### config.mk
export PLATFORM = sky130hd
export DESIGN_NAME = codeconv_controller
export DESIGN_NICKNAME = d
export VERILOG_FILES = /design/src/rtl/codeconv_controller.sv
export SDC_FILE = /design/constraint.sdc
export NUM_CORES = 1
export LEC_CHECK = 0
export CORE_UTILIZATION = 30
export DETAILED_ROUTE_END_ITERATION = 10
export PLACE_DENSITY = 0.62
export RECOVER_POWER = 25
export SYNTH_ARGS = -nofsm -noshare
export SYNTH_HDL_FRONTEND = slang
export SYNTH_SLANG_ARGS = --single-unit
export TNS_END_PERCENT = 20
### constraint.sdc
create_clock -name clk -period 1.95 [get_ports clk]
set_clock_uncertainty 0.1 [all_clocks]
set_input_delay 0.39 -clock clk [delete_from_list [all_inputs] [get_ports clk]]
set_output_delay 0.39 -clock clk [all_outputs]
set_load 0.01 [all_outputs]
### src/rtl/codeconv_controller.sv
// Sequencing FSM for the code-converter datapath: load, convert, store.
// Adds a done-wait timeout and a wrapping count of good conversions.
module codeconv_controller #(
  parameter int TIMEOUT = 16,
  parameter int CW      = 8
) (
  input  logic          clk,
  input  logic          rst,
  input  logic          start,
  input  logic [1:0]    mode,
  output logic          busy,
  output logic          done,
  output logic          err,
  output logic [1:0]    sel,
  output logic          ldA,
  output logic          ldR,
  output logic          G,
  output logic          B,
  output logic          E,
  input  logic          done_gray,
  input  logic          done_bcd,
  input  logic          done_excess3,
  output logic [CW-1:0] conv_count
);

  typedef enum logic [2:0] {
    S_IDLE,
    S_LOAD,
    S_CONV,
    S_STORE,
    S_DONE,
    S_ERR
  } state_t;

  state_t          state_q, state_d;
  logic [1:0]      mode_q, mode_d;
  logic [7:0]      tmo_q, tmo_d;
  logic [CW-1:0]   cnt_q, cnt_d;
  logic            match_done;

  always_ff @(posedge clk or negedge rst) begin
    if (!rst) begin
      state_q <= S_IDLE;
      mode_q  <= 2'b00;
      tmo_q   <= 8'd0;
      cnt_q   <= '0;
    end else begin
      state_q <= state_d;
      mode_q  <= mode_d;
      tmo_q   <= tmo_d;
      cnt_q   <= cnt_d;
    end
  end

  // Only the converter picked by the latched mode is listened to.
  always_comb begin
    match_done = 1'b0;
    unique case (mode_q)
      2'b00:   match_done = done_gray;
      2'b01:   match_done = done_bcd;
      2'b10:   match_done = done_excess3;
      default: match_done = 1'b0;
    endcase
  end

  always_comb begin
    state_d = state_q;
    mode_d  = mode_q;
    tmo_d   = tmo_q;
    cnt_d   = cnt_q;
    unique case (state_q)
      S_IDLE: begin
        if (start) begin
          if (mode == 2'b11) begin
            state_d = S_ERR;
          end else begin
            mode_d  = mode;
            state_d = S_LOAD;
          end
        end
      end
      S_LOAD: begin
        tmo_d   = 8'd0;
        state_d = S_CONV;
      end
      S_CONV: begin
        if (match_done) begin
          state_d = S_STORE;
        end else if (tmo_q == 8'(TIMEOUT - 1)) begin
          state_d = S_ERR;
        end else begin
          tmo_d = tmo_q + 8'd1;
        end
      end
      S_STORE: begin
        state_d = S_DONE;
        cnt_d   = cnt_q + CW'(1);
      end
      S_DONE:  state_d = S_IDLE;
      S_ERR:   state_d = S_IDLE;
      default: state_d = S_IDLE;
    endcase
  end

  // Moore decode: every output depends only on registered state.
  always_comb begin
    G = 1'b0;
    B = 1'b0;
    E = 1'b0;
    if (state_q == S_CONV) begin
      unique case (1'b1)
        (mode_q == 2'b00): G = 1'b1;
        (mode_q == 2'b01): B = 1'b1;
        (mode_q == 2'b10): E = 1'b1;
        default: ;
      endcase
    end
  end

  assign busy       = (state_q != S_IDLE);
  assign done       = (state_q == S_DONE);
  assign err        = (state_q == S_ERR);
  assign ldA        = (state_q == S_LOAD);
  assign ldR        = (state_q == S_STORE);
  assign sel        = mode_q;
  assign conv_count = cnt_q;

endmodule

After elaboration in Yosys (flattened, before gate mapping) --
Cells that the tools add are included.
Storage, ports and cells: bits in registers 21, input bits 8
Operators by class: add/sub/neg operators 2, equal/unequal tests 13, mux-type cells 15, bitwise gates (word level) 1, reduce and logical (&&, ||, !) cells 7
Operators by type and width (number):
- $add A8 B1 Y8 const B | 2
- $mux W8 | 2
- $pmux W8 S2 | 1
- $mux W3 | 4
- $pmux W3 S4 | 1
- $eq A8 B4 Y1 const B | 1
- $eq A3 B2 Y1 const B | 2
- $eq A3 B3 Y1 const B | 2
- $mux W1 | 6
- $ne A2 B2 Y1 const B | 3
- $reduce_and A3 Y1 | 2
- $eq A2 B2 Y1 const B | 2
- $eq A3 B1 Y1 const B | 1
- $logic_not A3 Y1 | 1
- $ne A3 B3 Y1 const B | 1
- $pmux W1 S3 | 1
- $reduce_bool A3 Y1 | 1
- $eq A2 B1 Y1 const B | 1
- $logic_not A2 Y1 | 1
- $reduce_and A2 Y1 | 1
- $reduce_bool A2 Y1 | 1
- $not A1 Y1 | 1

Longest topological paths before layout --
Gate-level depths: netlist (run 1).
word-level depth 4, gate-level depth with buffers 6, depth with buffers taken out 5

Worst setup path after synthesis (run 1) --
No wires, ideal clock.
path type reg-to-output, from register state_q[2], to output E, arrival time 1.260 ns, data required time 1.460 ns, slack 0.200 ns, stages on the path, launching flop included 4, path buffers 1, cell sequence dfrtp_1 or3b_1 buf_6 nor3b_1
Between the ends: word-level cells in the longest chain between the ends 2
Ends and longest elaborated chain:
- start, declared | RTL line 35 | state_t state_q, state_d;
- start signal, assigned | RTL line 48 | state_q <= state_d;
- $eq A3 B2 Y1 | RTL line 110 | if (state_q == S_CONV) begin
- $mux W1 | RTL line 110
- end, declared | RTL line 19 | output logic E,
Every way passes these cells.

Worst setup path after layout (run 1) --
from register state_q[0], to output B
Between the ends: word-level cells in the longest chain between the ends 2
Ends and longest elaborated chain:
- $eq A3 B2 Y1 | RTL line 110
- $mux W1 | RTL line 110
- end, declared | RTL line 18 | output logic B,
Every way passes these cells.

==> results of run 1 <==
==> kinds of logic after synthesis <==
logic type	Yosys count	share of synthesized area (%)
buffers and inverters	7	3.63
AO/OA/AOI/OAI	16	12.6
flip-flops	21	46.2
adder cells (fa/ha/maj)	2	2.20
AND/OR/NAND/NOR	49	23.2
XOR/XNOR	9	6.92
multiplexers	6	5.27
==> cells in the final DEF, fill, tap and decap left out, drive strengths merged, types with 2 or more instances in the layout <==
cell | Yosys | final
nor3 | 5 | 5
xor2 | 3 | 3
mux2i | 6 | 6
dfrtp | 21 | 21
nor4 | 2 | 2
inv | 4 | 4
nand3 | 8 | 8
ha | 2 | 2
clkdlybuf4s50 | 0 | 16
nor2 | 6 | 6
nand4 | 2 | 2
nand2 | 16 | 16
a21oi | 2 | 2
dlygate4sd2 | 0 | 3
o22a | 2 | 2
clkbuf | 1 | 5
o21ai | 4 | 4
and2b | 2 | 2
xnor2 | 6 | 6
buf | 2 | 14
and3 | 2 | 2
nor3b | 3 | 3
==> report_power, final <==
part	total [mW]	switching [mW]	internal, mW
clock network	0.282	0.136	0.145
registers	0.681	0.139	0.542
logic	0.924	0.434	0.490
==> how the worst max path moves through the flow <==
stage | from | to | slack [ps]
global route | state_q[0] | err | -30
detailed placement | state_q[2] | E | -100
global placement | state_q[2] | E | -80
CTS | state_q[2] | ldA | -20
floorplan | state_q[2] | E | 200
finish | state_q[0] | B | 70
==> cell type report <==
| cell class | count | area, µm² | area share [%] |
|---|---|---|---|
| multi-input combinational | 82 | 594 | 38.5 |
| sequential | 21 | 526 | 34.0 |
| clock buffer | 4 | 45.0 | 2.92 |
| timing repair buffer | 36 | 304 | 19.7 |
| inverter | 4 | 15.0 | 0.972 |
| tap | 48 | 60.1 | 3.89 |
==> flip-flops by register name, summed over array words and instances (netlist names) <==
| name | cells |
|---|---|
| conv_count | 8 |
| tmo_q | 8 |
| state_q | 3 |
| sel | 2 |
==> synth_stat cells <==
cell,number
nand4_1,2
nor3_1,5
nand3b_1,1
a21oi_4,1
buf_6,2
dfrtp_1,21
o2bb2ai_1,1
and2b_2,1
or3_1,1
nor4_4,1
or3b_1,1
clkbuf_1,1
a2111oi_1,1
a31o_1,1
nand2_2,1
nor2_1,6
ha_1,2
xnor2_1,6
nor4_1,1
a2bb2oi_4,1
o21ai_0,2
nand3_1,8
o21ai_1,2
o22a_1,2
a41oi_1,1
mux2i_1,6
and2b_1,1
a21o_1,1
a21oi_1,1
and3_1,2
nand2_1,15
o211ai_1,1
xor2_1,3
inv_1,4
nor3b_1,3
o21a_1,1
==> worst reg2reg max path: cells and delay by family, from the launching register on <==
| kind | cells | cell delay, ps |
|---|---|---|
| compound gates | 3 | 510 |
| buf+inv | 1 | 170 |
| flops | 1 | 380 |
| simple gates | 1 | 430 |
==> routing by layer <==
metal	track usage, %	vias up	share of wire (%)
met5	0	-	0
met4	2.56	0	0.50
met3	4.53	2	3.7
met2	23.3	15	49
met1	17.1	441	47
li1	-	463	-
==> what timing repair did <==
| action | in CTS | in global routing |
|---|---|---|
| pin swaps | 1 | 0 |
| gates resized for setup | 23 | 5 |
| endpoints found under the setup margin | 8 | 4 |
==> out/summary.txt, run 1 <==
Worst R2R End: tmo_q[5]
clk sinks: 21
Post-Syn Area per Cell: 10.4 µm²
Worst setup SP type: register
initial antenna violation count: 0
cell area after layout: 0.00154 mm²
mapped cell area: 0.00114 mm²
WHS: 377 ps
Max Transition Viols Final: 0
post-synthesis sequential area ratio: 46.2%
Place WS: -99.2 ps
Synth area leaders: dfrtp_1, mux2i_1, nand2_1, xnor2_1, nand3_1
via count of the first global-routing pass: 966
post-route ant nets: 0
Final WS setup: 65.7 ps
DP Area: 0.00151 mm²
vias: 921
CP Depth: 3
CTS tree: yes
HP Start: conv_count[7]
# placed instances: 191
Final Hold Viols: 0
share of cells above drive strength 1: 19.0%
residual DRC count: 0
reg2reg setup slack: 250 ps
worst path bufs/invs: 1
gr usage total: 13.8%
Max Buffers Root-to-Sink: 2
Mapped Cells: 110
Data arrival, critical path: 1390 ps
Finished Layout Cells: 195
first-pass GRT wire length: 4340 µm
RePlAce Congestion: 0.809
Critical Path Fanout Max: 4
worst-margin pin slew: 1120 ps
CP Capture Type: output port
post-synthesis cell type count: 36
clock slew at reported path FFs: 70 ps
CP peak stage delay: 420 ps
die area: 0.00405 mm²
Critical Path RT: 1460 ps
warnings from Yosys: 0
DR iter-0 viols: 26
Hold-fix buffers, CTS: 0
top cell type's share of synthesized area: 46.2%
CTS root buffer: clkbuf_8
Hold Crit Class: reg2reg
Total Power: 1.89 mW
setup TNS: 0 ps
worst skew pair latency: 260 ps
crit path time final: 1880 ps
final setup fails: 0
overall die width: 63.6 µm
Seq cells post-synth: 21
DP Wirelength: 1850 µm
Pleak: 0.719 nW
RR Startpoint: state_q[0]
WL final: 2410 µm
hold endpoint: conv_count[7]
max-cap viol count: 0
Filler cells: 372
wire length per cell: 12.3 µm
initial core utilization: 31.1%
Max VDD drop: 0.634 mV
Ports: 26
largest net degree at the start of global routing: 22
Layout area overhead: 35.6%
Die H: 63.6 µm
Fmax achieved: 531 MHz
Power Dens Cells: 1220 mW/mm²
Slowest-stage cell, CP: or3b_4
via-per-instance ratio: 4.72
setup bufs post-CTS: 0
ANT cells: 0
number of I/O port buffers: 25
period utilization: 96.6%
Mapped Nets: 120
Crit Path Category: reg2out
WHS Path Cells: 1
area leader, netlist: dfrtp_1
RSZ-0062 raised after global routing: true
final core occ: 42.2%
Slew Limit Headroom: 25.3%
worst path cell trace: or3b_4 > and2b_2 > buf_2
CTS Buf Count: 3
R2R depth: 5
DRT Pass-1 Iters: 4
Total Nets Final: 158
Max H-tree Level: 1
FP Rows: 22
CORE AREA: 0.00366 mm²
global route overflow: 0
Top Family by Delay on Critical Path: simple AND/OR/NAND/NOR gates
status: finished clean
Note: power is estimated with default switching activity, not from simulation.
==> run 2: changes to the inputs <==
--- a/config.mk
+++ b/config.mk
@@ -5,7 +5,9 @@
 export SDC_FILE = /design/constraint.sdc
 export NUM_CORES = 1
 export LEC_CHECK = 0
+export ABC_AREA = 1
 export CORE_UTILIZATION = 30
+export CTS_CLUSTER_SIZE = 24
 export DETAILED_ROUTE_END_ITERATION = 10
 export PLACE_DENSITY = 0.62
 export RECOVER_POWER = 25
==> run 2 against run 1 <==
  * Area after synthesis is 6.2% higher
  * Combinational power decreased by 5.6%
  * Fmax up 6.9%
==> out/summary.txt, run 2 <==
status: finished clean
overall die width: 65.5 µm
Die H: 65.5 µm
Power Dens Cells: 1140 mW/mm²
crit path time final: 1760 ps
Synth async-reset ratio: 100%
Register Area: 527 µm²
via-per-instance ratio: 4.46
Mapped Cells: 150
Fmax achieved: 567 MHz
# placed instances: 229
Synth top cells by count: nand2_1, dfrtp_1, inv_1, nor2_1, nand3_1
max-cap viol count: 0
final setup fails: 0
worst skew pair latency: 260 ps
RePlAce Congestion: 0.734
CP peak stage delay: 470 ps
Critical Path RT: 1460 ps
number of I/O port buffers: 25
DRT Pass-1 Iters: 5
CTS Buf Count: 3
Hold-fix buffers, CTS: 0
Synth area leaders: dfrtp_1, nand2_1, nand3_1, inv_1, nor2_1
vias: 1,039
DP Wirelength: 1740 µm
initial core utilization: 32.1%
commonest non-fill, non-tap cell in the layout: nand2_1
first-pass GRT wire length: 4040 µm
WL final: 2240 µm
Multi-input gate area: 613 µm²
Post-synth EDFFs: 0
Max Transition Viols Final: 0
top cell type's share of synthesized area: 43.5%
Ports: 26
Top Family by Delay on Critical Path: flip-flops
CTS root buffer: clkbuf_8
setup TNS: 0 ps
residual DRC count: 0
post-synthesis cell type count: 21
largest net degree at the start of global routing: 22
gr usage total: 12.1%
warnings from Yosys: 0
mapped cell area: 0.00121 mm²
Mapped Nets: 160
Post-Syn Area per Cell: 8.06 µm²
Crit Path Category: reg2out
CORE AREA: 0.00377 mm²
Max H-tree Level: 1
Max Buffers Root-to-Sink: 2
FP Rows: 22
worst path bufs/invs: 1
area leader, netlist: dfrtp_1
Place WS: 101 ps
Critical Path Fanout Max: 6
wire length per cell: 9.62 µm
Hold Crit Class: reg2reg
share of cells above drive strength 1: 14.1%
die area: 0.00429 mm²
clk sinks: 21
Pleak: 0.810 nW
commonest cells after routing, fill and taps aside: nand2_1, dfrtp_1, nor2_1, clkdlybuf4s50_1, inv_1
top-count cell post-synth: nand2_1
CTS tree: yes
Finished Layout Cells: 233
period utilization: 90.4%
Final Hold Viols: 0
Data arrival, critical path: 1270 ps
Max VDD drop: 0.577 mV
cell area after layout: 0.00161 mm²
Layout area overhead: 32.9%
Slowest-stage cell, CP: dfrtp_2
ANT cells: 0
Total Nets Final: 196
RSZ-0062 raised after global routing: false
post-route ant nets: 0
worst-margin pin slew: 274 ps
Slew Limit Headroom: 81.8%
Filler cells: 391
post-synthesis sequential area ratio: 43.5%
worst path cell trace: nand3_4 > nor3_1 > dlygate4sd2_1
DR iter-0 viols: 45
Seq cells post-synth: 21
Final WS setup: 187 ps
Worst setup SP type: register
clock slew at reported path FFs: 80 ps
DP Area: 0.00156 mm²
global route overflow: 0
CP Capture Type: output port
via count of the first global-routing pass: 917
initial antenna violation count: 0
WHS: 377 ps
Post-synth top flop: dfrtp_1
## run 2: worst reg2reg max path: stages, from the launching register on
cell and delay, ps:
dfrtp_1 430, ha_1 220, nand3_1 120, nor2_2 270
nand2_4 100, nand3_4 150, nand2_1 70, nand2_1 60
## run 2: repair_timing
action / 4_1_cts / 5_1_grt
setup endpoints to repair: 8 / 1
buffers inserted: 0 / 0
resized for setup: 10 / 2
endpoints found under the hold margin: 0 / 0
## run 2: worst paths after layout
path | depth (start not counted) | slack (ps) | endpoint | startpoint
min | 1 | 380 | conv_count[7] | conv_count[7]
max | 3 | 190 | G | state_q[1]
min reg2reg | 1 | 380 | conv_count[7] | conv_count[7]
max reg2reg | 7 | 380 | tmo_q[2] | tmo_q[0]
max in group asynchronous | 2 | 1070 | state_q[1] | rst
min in group asynchronous | 2 | 450 | conv_count[2] | rst
## run 2: per-stage QoR
| step | utilization (%) | power, mW |
|---|---|---|
| 2_1_floorplan | - | 1.18 |
| 3_3_place_gp | 41.5 | 1.57 |
| 3_5_place_dp | 41.5 | 1.58 |
| 4_1_cts | 42.5 | 1.86 |
| 5_1_grt | 42.6 | 1.97 |
| 6_report | 42.6 | 1.83 |
## run 2: cells by family after synthesis
group / Yosys count / synth area share, %
compound gates: 5 / 2.59
flops: 21 / 43.5
simple gates: 96 / 40.1
buf+inv: 18 / 6.00
xor+xnor: 8 / 5.80
fa+ha+maj: 2 / 2.07
## run 2: cell type report
type	count	area share (%)
flip-flops and latches	21	32.8
multi-input cells	111	38.2
clock buffers	4	2.80
repair buffers	31	18.0
well taps	48	3.74
inverters	18	4.52
## run 2: metal layers
| layer | up-vias | GRT usage (%) | wire length (µm) |
|---|---|---|---|
| met3 | 4 | 2.26 | 94 |
| met1 | 460 | 16.9 | 1130 |
| met4 | 0 | 4.08 | 27 |
| li1 | 552 | - | - |
| met2 | 23 | 18.6 | 994 |
| met5 | - | 0 | 0 |
## run 2: power by group
| group | internal, mW | total (mW) | switching (mW) |
|---|---|---|---|
| clock network | 0.146 | 0.288 | 0.142 |
| logic | 0.392 | 0.872 | 0.480 |
| registers | 0.541 | 0.666 | 0.125 |
